`src/rtl/load_axi_read_master.sv`:
```
// AXI4 read master: splits a byte-length transfer into 4 KB-safe bursts, caps ARs in flight,
// and streams the returned beats through a 2-entry skid FIFO with a transfer-level tlast.
module load_axi_read_master #(
    parameter int C_M_AXI_ADDR_WIDTH = 64,
    parameter int C_M_AXI_DATA_WIDTH = 512,
    parameter int C_XFER_SIZE_WIDTH  = 32,
    parameter int C_MAX_BURST        = 16,
    parameter int C_MAX_OUTSTANDING  = 4
) (
    input  logic                          kernel_clk,
    input  logic                          kernel_rst,
    input  logic                          read_start,
    input  logic [C_M_AXI_ADDR_WIDTH-1:0] dram_xfer_start_addr,
    input  logic [C_XFER_SIZE_WIDTH-1:0]  dram_xfer_size_in_bytes,
    output logic                          read_done,
    output logic                          m_axi_arvalid,
    input  logic                          m_axi_arready,
    output logic [C_M_AXI_ADDR_WIDTH-1:0] m_axi_araddr,
    output logic [7:0]                    m_axi_arlen,
    input  logic                          m_axi_rvalid,
    output logic                          m_axi_rready,
    input  logic [C_M_AXI_DATA_WIDTH-1:0] m_axi_rdata,
    input  logic                          m_axi_rlast,
    output logic                          data_tvalid,
    input  logic                          data_tready,
    output logic [C_M_AXI_DATA_WIDTH-1:0] data_tdata,
    output logic                          data_tlast
);
    localparam int BEAT_BYTES = C_M_AXI_DATA_WIDTH / 8;
    localparam int LOG2_BEAT  = $clog2(BEAT_BYTES);
    localparam int PAGE_BEATS = 4096 / BEAT_BYTES;
    localparam int SZ_W       = C_XFER_SIZE_WIDTH + 1;
    localparam int BEAT_W     = SZ_W - LOG2_BEAT;
    localparam int LEN_W      = 13;
    localparam int OUT_W      = $clog2(C_MAX_OUTSTANDING + 1);

    typedef enum logic [1:0] {S_IDLE, S_RUN, S_DONE} state_t;

    state_t                        r_state;
    state_t                        w_next_state;
    logic [C_M_AXI_ADDR_WIDTH-1:0] r_araddr;
    logic [BEAT_W-1:0]             r_ar_left;
    logic [BEAT_W-1:0]             r_out_left;
    logic [OUT_W-1:0]              r_outstanding;
    logic [C_M_AXI_DATA_WIDTH-1:0] r_fifo_mem [2];
    logic                          r_fifo_wr;
    logic                          r_fifo_rd;
    logic [1:0]                    r_fifo_count;

    logic [BEAT_W-1:0] w_total_beats;
    logic [LEN_W-1:0]  w_to_page;
    logic [LEN_W-1:0]  w_left_cap;
    logic [LEN_W-1:0]  w_burst_len;
    logic              w_start;
    logic              w_ar_hs;
    logic              w_r_hs;
    logic              w_r_last_hs;
    logic              w_pop;

    // Extra top bit keeps the round-up from overflowing on the largest sizes.
    assign w_total_beats = BEAT_W'((SZ_W'(dram_xfer_size_in_bytes) + SZ_W'(BEAT_BYTES - 1)) >> LOG2_BEAT);

    assign w_to_page   = LEN_W'(PAGE_BEATS) - LEN_W'(r_araddr[11:LOG2_BEAT]);
    assign w_left_cap  = (r_ar_left > BEAT_W'(C_MAX_BURST)) ? LEN_W'(C_MAX_BURST) : LEN_W'(r_ar_left);
    assign w_burst_len = (w_left_cap < w_to_page) ? w_left_cap : w_to_page;

    assign w_start     = (r_state == S_IDLE) && read_start;
    assign w_ar_hs     = m_axi_arvalid && m_axi_arready;
    assign w_r_hs      = m_axi_rvalid && m_axi_rready;
    assign w_r_last_hs = w_r_hs && m_axi_rlast;
    assign w_pop       = data_tvalid && data_tready;

    // NOTE: sequential state uses <= so every register sees pre-edge values of its peers.
    always_ff @(posedge kernel_clk) begin
        if (kernel_rst) begin
            r_state <= S_IDLE;
        end else begin
            r_state <= w_next_state;
        end
    end

    // NOTE: every comb output gets a default first so no path can infer a latch.
    always_comb begin
        w_next_state = r_state;
        case (r_state)
            S_IDLE:  if (read_start) w_next_state = S_RUN;
            S_RUN:   if ((r_out_left == '0) || (w_pop && (r_out_left == BEAT_W'(1))))
                         w_next_state = S_DONE;
            S_DONE:  w_next_state = S_IDLE;
            default: w_next_state = S_IDLE;
        endcase
    end

    // arvalid is derived from registers that only move on a handshake, so it is stable under stall.
    always_comb begin
        read_done     = (r_state == S_DONE);
        m_axi_arvalid = (r_state == S_RUN) && (r_ar_left != '0) &&
                        (r_outstanding != OUT_W'(C_MAX_OUTSTANDING));
        m_axi_arlen   = m_axi_arvalid ? 8'(w_burst_len - LEN_W'(1)) : 8'd0;
        m_axi_araddr  = r_araddr;
        m_axi_rready  = (r_state == S_RUN) && (r_fifo_count != 2'd2);
        data_tvalid   = (r_fifo_count != 2'd0);
        data_tdata    = r_fifo_mem[r_fifo_rd];
        data_tlast    = data_tvalid && (r_out_left == BEAT_W'(1));
    end

    always_ff @(posedge kernel_clk) begin
        if (kernel_rst) begin
            r_araddr      <= '0;
            r_ar_left     <= '0;
            r_out_left    <= '0;
            r_outstanding <= '0;
        end else if (w_start) begin
            r_araddr      <= dram_xfer_start_addr;
            r_ar_left     <= w_total_beats;
            r_out_left    <= w_total_beats;
            r_outstanding <= '0;
        end else begin
            if (w_ar_hs) begin
                r_araddr  <= r_araddr + (C_M_AXI_ADDR_WIDTH'(w_burst_len) << LOG2_BEAT);
                r_ar_left <= r_ar_left - BEAT_W'(w_burst_len);
            end
            case ({w_ar_hs, w_r_last_hs})
                2'b10:   r_outstanding <= r_outstanding + OUT_W'(1);
                2'b01:   if (r_outstanding != '0) r_outstanding <= r_outstanding - OUT_W'(1);
                default: r_outstanding <= r_outstanding;
            endcase
            if (w_pop) begin
                r_out_left <= r_out_left - BEAT_W'(1);
            end
        end
    end

    // NOTE: the FIFO storage is reset too, because data_tdata must read zero out of reset.
    always_ff @(posedge kernel_clk) begin
        if (kernel_rst) begin
            for (int i = 0; i < 2; i++) begin
                r_fifo_mem[i] <= '0;
            end
            r_fifo_wr    <= 1'b0;
            r_fifo_rd    <= 1'b0;
            r_fifo_count <= 2'd0;
        end else begin
            if (w_r_hs) begin
                r_fifo_mem[r_fifo_wr] <= m_axi_rdata;
                r_fifo_wr             <= ~r_fifo_wr;
            end
            if (w_pop) begin
                r_fifo_rd <= ~r_fifo_rd;
            end
            case ({w_r_hs, w_pop})
                2'b10:   r_fifo_count <= r_fifo_count + 2'd1;
                2'b01:   r_fifo_count <= r_fifo_count - 2'd1;
                default: r_fifo_count <= r_fifo_count;
            endcase
        end
    end

endmodule

```
`config.mk`:
```
export PLATFORM = sky130hd
export DESIGN_NAME = load_axi_read_master
export DESIGN_NICKNAME = d
export VERILOG_FILES = /design/src/rtl/load_axi_read_master.sv
export SDC_FILE = /design/constraint.sdc
export NUM_CORES = 2
export LEC_CHECK = 0
export CAP_MARGIN = 40
export CORE_AREA = 5 5 469 471
export DETAILED_ROUTE_END_ITERATION = 12
export DIE_AREA = 0 0 474 476
export DONT_BUFFER_PORTS = 1
export GPL_TIMING_DRIVEN = 0
export PLACE_DENSITY = 0.48
export SETUP_SLACK_MARGIN = 0.15
export SLEW_MARGIN = 25
export SYNTH_ARGS = -nofsm -noshare
export SYNTH_HDL_FRONTEND = slang
export SYNTH_SLANG_ARGS = --single-unit
```
`constraint.sdc`:
```
create_clock -name kernel_clk -period 124.9 [get_ports kernel_clk]
set_input_delay 24.98 -clock kernel_clk [delete_from_list [all_inputs] [get_ports kernel_clk]]
set_output_delay 24.98 -clock kernel_clk [all_outputs]
set_load 0.005 [all_outputs]
```
==> impl_metrics.json <==
{
  "ctsHoldBuffers": 0,
  "cp_top_family": "simple AND/OR/NAND/NOR gates",
  "slowest_delay_ns": 0.62,
  "final-hold-violation-count": 0,
  "worstPathCellList": "or4_4 -> or4_1 -> or2_2 -> ha_1 -> nand4_1 -> nor2_1 -> nand4_1 -> nand2_2 -> clkbuf_1 -> mux2_2 -> inv_1 -> ha_1 -> o311ai_0 -> xnor2_1 -> nor2_1",
  "grtUsageMet1": 0.1958,
  "antenna_found_initial": 98,
  "drtPass1Iterations": 5,
  "postSynthAreaPerCell_um2": 13.46,
  "ios": 1204,
  "synth-edff-count": 1024,
  "setup_tns_ns": 0,
  "syn_area_um2": 52530,
  "post_cts_buffers": 0,
  "drv_cap": 0,
  "crit_type": "reg2out",
  "critical_path_required_ns": 99.92,
  "grt_max_degree": 44,
  "cts_buffers": 141,
  "startpoint": "r_ar_left[18]",
  "drtAntennaViolNets": 0,
  "multiInputGateArea_um2": 18210,
  "tightestPinTransition_ns": 0.8790,
  "clock_sinks": 1152,
  "worstPathArrival_ns": 5.50,
  "finalClockSkew_ns": 0.05348,
  "seqCellArea_um2": 33310,
  "period_share": 0.2440,
  "nets": 4797,
  "cp-end-kind": "primary output",
  "grt_pass1_wl_um": 281300,
  "cts-root-buf": "clkbuf_16",
  "synth-async-reset-ratio": 0,
  "utilization": 0.2905,
  "status": "complete, no violations",
  "period_needed_ns": 30.48,
  "via_count": 33080,
  "endpoint": "m_axi_arlen[4]",
  "drive_above_1_share": 0.1957,
  "cts_tree": "yes",
  "use_met2": 0.3071,
  "r2r_end": "m_axi_araddr[54]",
  "clk_pin_slew_ns": 0.06,
  "synth.top_cells.by_area": "edfxtp_1 (59%), and2_1 (12%), mux2_2 (11%)",
  "rows": 171,
  "dieWidth_um": 474,
  "power.density_nw_per_um2": 16.79,
  "dp_hpwl_um": 169600,
  "start_util": 0.2436,
  "grt-busiest-layer": "met2",
  "overflow": 0,
  "cp_num_buf_inv": 2,
  "reg2reg_from": "r_ar_left[18]",
  "htree_levels": 4,
  "synthCells": 3902,
  "use_met3": 0.08656,
  "grt_usage": 0.1800,
  "rsz0062_at_grt": "no",
  "r2r_slack_ns": 117.63,
  "yosys.area.top_type": "edfxtp_1",
  "die-area_um2": 225600,
  "die_h_um": 476,
  "ys_warn_count": 0,
  "leakage_nw": 22.55,
  "drt-vias-per-instance": 4.619,
  "grt_pass1_vias": 32700,
  "crit_cells": 15,
  "setup_violations": 0,
  "io_buffers": 0,
  "gp_congestion": 0.9738,
  "netlist.area_leader.share": 0.5853,
  "core_area_um2": 215700,
  "drc_errors": 0,
  "detail_route.wl_per_cell_um": 29.67,
  "r2r_cells": 22,
  "fmax_mhz": 32.81,
  "syn2layout_area_growth_pct": 19.26,
  "maxSlewHeadroom": 0.4091,
  "cts_resized": 0,
  "crit_fanout": 10,
  "min_path_type": "reg2reg",
  "wl_um": 212500,
  "startpoint_type": "flop",
  "ys_seq_area_frac": 0.6341,
  "fillers": 21910,
  "synth-seq-cells": 1152,
  "slew_violations": 0,
  "ys_types": 76,
  "timing.final.ws_setup_ns": 94.42,
  "peakVddDrop_v": 0.00001269,
  "clock_latency_ns": 0.80,
  "cts_max_path_buffers": 3,
  "dp_slack_ns": 95.28,
  "synth_ff_type": "edfxtp_1",
  "slowest_stage": "or4_4",
  "detail_route.iter0.violations": 2389
}
[final cells by class]
cell class | count | share of cell area
Timing Repair Buffer | 85 | 0.02730
Buffer | 231 | 0.01462
Inverter | 48 | 0.002876
Multi-Input combinational cell | 2483 | 0.2906
Sequential cell | 1152 | 0.5317
Antenna cell | 56 | 0.002237
Clock buffer | 180 | 0.06015
Tap cell | 2854 | 0.05700
Clock inverter | 73 | 0.01344
[metal layers]
| layer | up-vias | share of wire |
|---|---|---|
| li1 | 14620 | - |
| met3 | 377 | 0.12 |
| met4 | 48 | 0.035 |
| met1 | 16550 | 0.36 |
| met5 | - | 0.0016 |
| met2 | 1482 | 0.48 |
[layout by cell type (no fill, tap or decap), types with 9 or more instances in the layout]
cell type and n:
and2_1 1027, edfxtp_1 1024, mux2_2 514, clkbuf_1 242
clkbuf_16 144, nor2_1 140, dfxtp_1 128, nand2_1 96
a21oi_1 74, a211oi_1 67, o21ai_0 62, xor2_1 58
diode_2 56, inv_1 47, nor3_1 40, xnor2_1 40
buf_16 39, nand3_1 37, ha_1 37, clkinv_1 29
nand4_1 25, nor4_1 22, and3_1 22, o211ai_1 22
buf_6 17, buf_12 16, clkinv_2 15, conb_1 14
o21a_1 13, or3_1 12, clkbuf_2 12, a311oi_1 11
a21o_1 10, and4_1 9, bufinv_16 9
[state kept, by name, summed over array words and instances, names as in the netlist, named ones only]
register	cells
r_out_left	27
r_fifo_count	2
r_ar_left	27
r_fifo_rd	1
r_outstanding	3
r_fifo_wr	1
r_state	2
m_axi_araddr	64
r_fifo_mem	1024
[worst reg2reg max path: cells and delay by family, from the launching register on]
family	cells	cell delay [ns]
AOI/OAI and AO/OA	9	2.71
xor gates and xnor gates	1	0.20
adders and majority gates	3	0.89
buffers and inverters	3	0.94
DFF	1	0.36
and+or+nand+nor	6	2.06
[power by group]
| group | internal (mW) | switching (mW) |
|---|---|---|
| Clock | 0.235 | 0.173 |
| Sequential | 0.444 | 0.0114 |
| Combinational | 0.0695 | 0.119 |
| Total | 0.749 | 0.303 |
[through the flow]
stage                     hold slack [ns]  total power [mW]  instance area, µm²  cells
after floorplan                    0.4527            0.5903               52580   3914
after global placement             0.4691            0.6817               56150   6768
after detailed placement           0.4720            0.6531               57860   6849
after CTS                          0.4804             1.065               62470   7102
after global routing               0.4985             1.092               62580   7134
final                              0.4821             1.052               62650   7162
[cell families (layout without fill, tap and decap cells)]
| kind of cell | Yosys count | after routing | share of synthesized area |
|---|---|---|---|
| DFF | 1152 | 1152 | 0.6341 |
| muxes | 516 | 516 | 0.1106 |
| xor gates and xnor gates | 98 | 98 | 0.01634 |
| buffers and inverters | 279 | 617 | 0.02060 |
| and+or+nand+nor | 1476 | 1476 | 0.1641 |
| other | 2 | 70 | 0.0001430 |
| adders and majority gates | 41 | 41 | 0.01015 |
| AOI/OAI and AO/OA | 338 | 338 | 0.04404 |
[how the worst min path moves through the flow]
stage | start | slack [ns] | end | cells past startpoint
after floorplan | m_axi_araddr[0] | 0.45 | m_axi_araddr[0] | 2
after global placement | m_axi_araddr[0] | 0.47 | m_axi_araddr[0] | 2
after detailed placement | m_axi_araddr[0] | 0.47 | m_axi_araddr[0] | 2
after CTS | m_axi_araddr[4] | 0.48 | m_axi_araddr[4] | 2
after global routing | m_axi_araddr[0] | 0.50 | m_axi_araddr[0] | 2
final | m_axi_araddr[4] | 0.48 | m_axi_araddr[4] | 2
[synthesized netlist by cell type (9+ instances only)]
cell type / count
ha_1: 37
dfxtp_1: 128
nand3_1: 37
or3_1: 12
and3_1: 22
nor2_1: 140
nor3_1: 41
and2_1: 1027
and4_1: 9
mux2_2: 514
a21o_1: 10
xnor2_1: 40
o21ai_0: 63
nand2_1: 96
a211oi_1: 67
a21oi_1: 74
xor2_1: 58
inv_1: 47
nor4_1: 22
a311oi_1: 11
o21a_1: 13
edfxtp_1: 1024
clkbuf_1: 220
nand4_1: 25
o211ai_1: 22
Note: power is estimated with default switching activity, not from simulation.
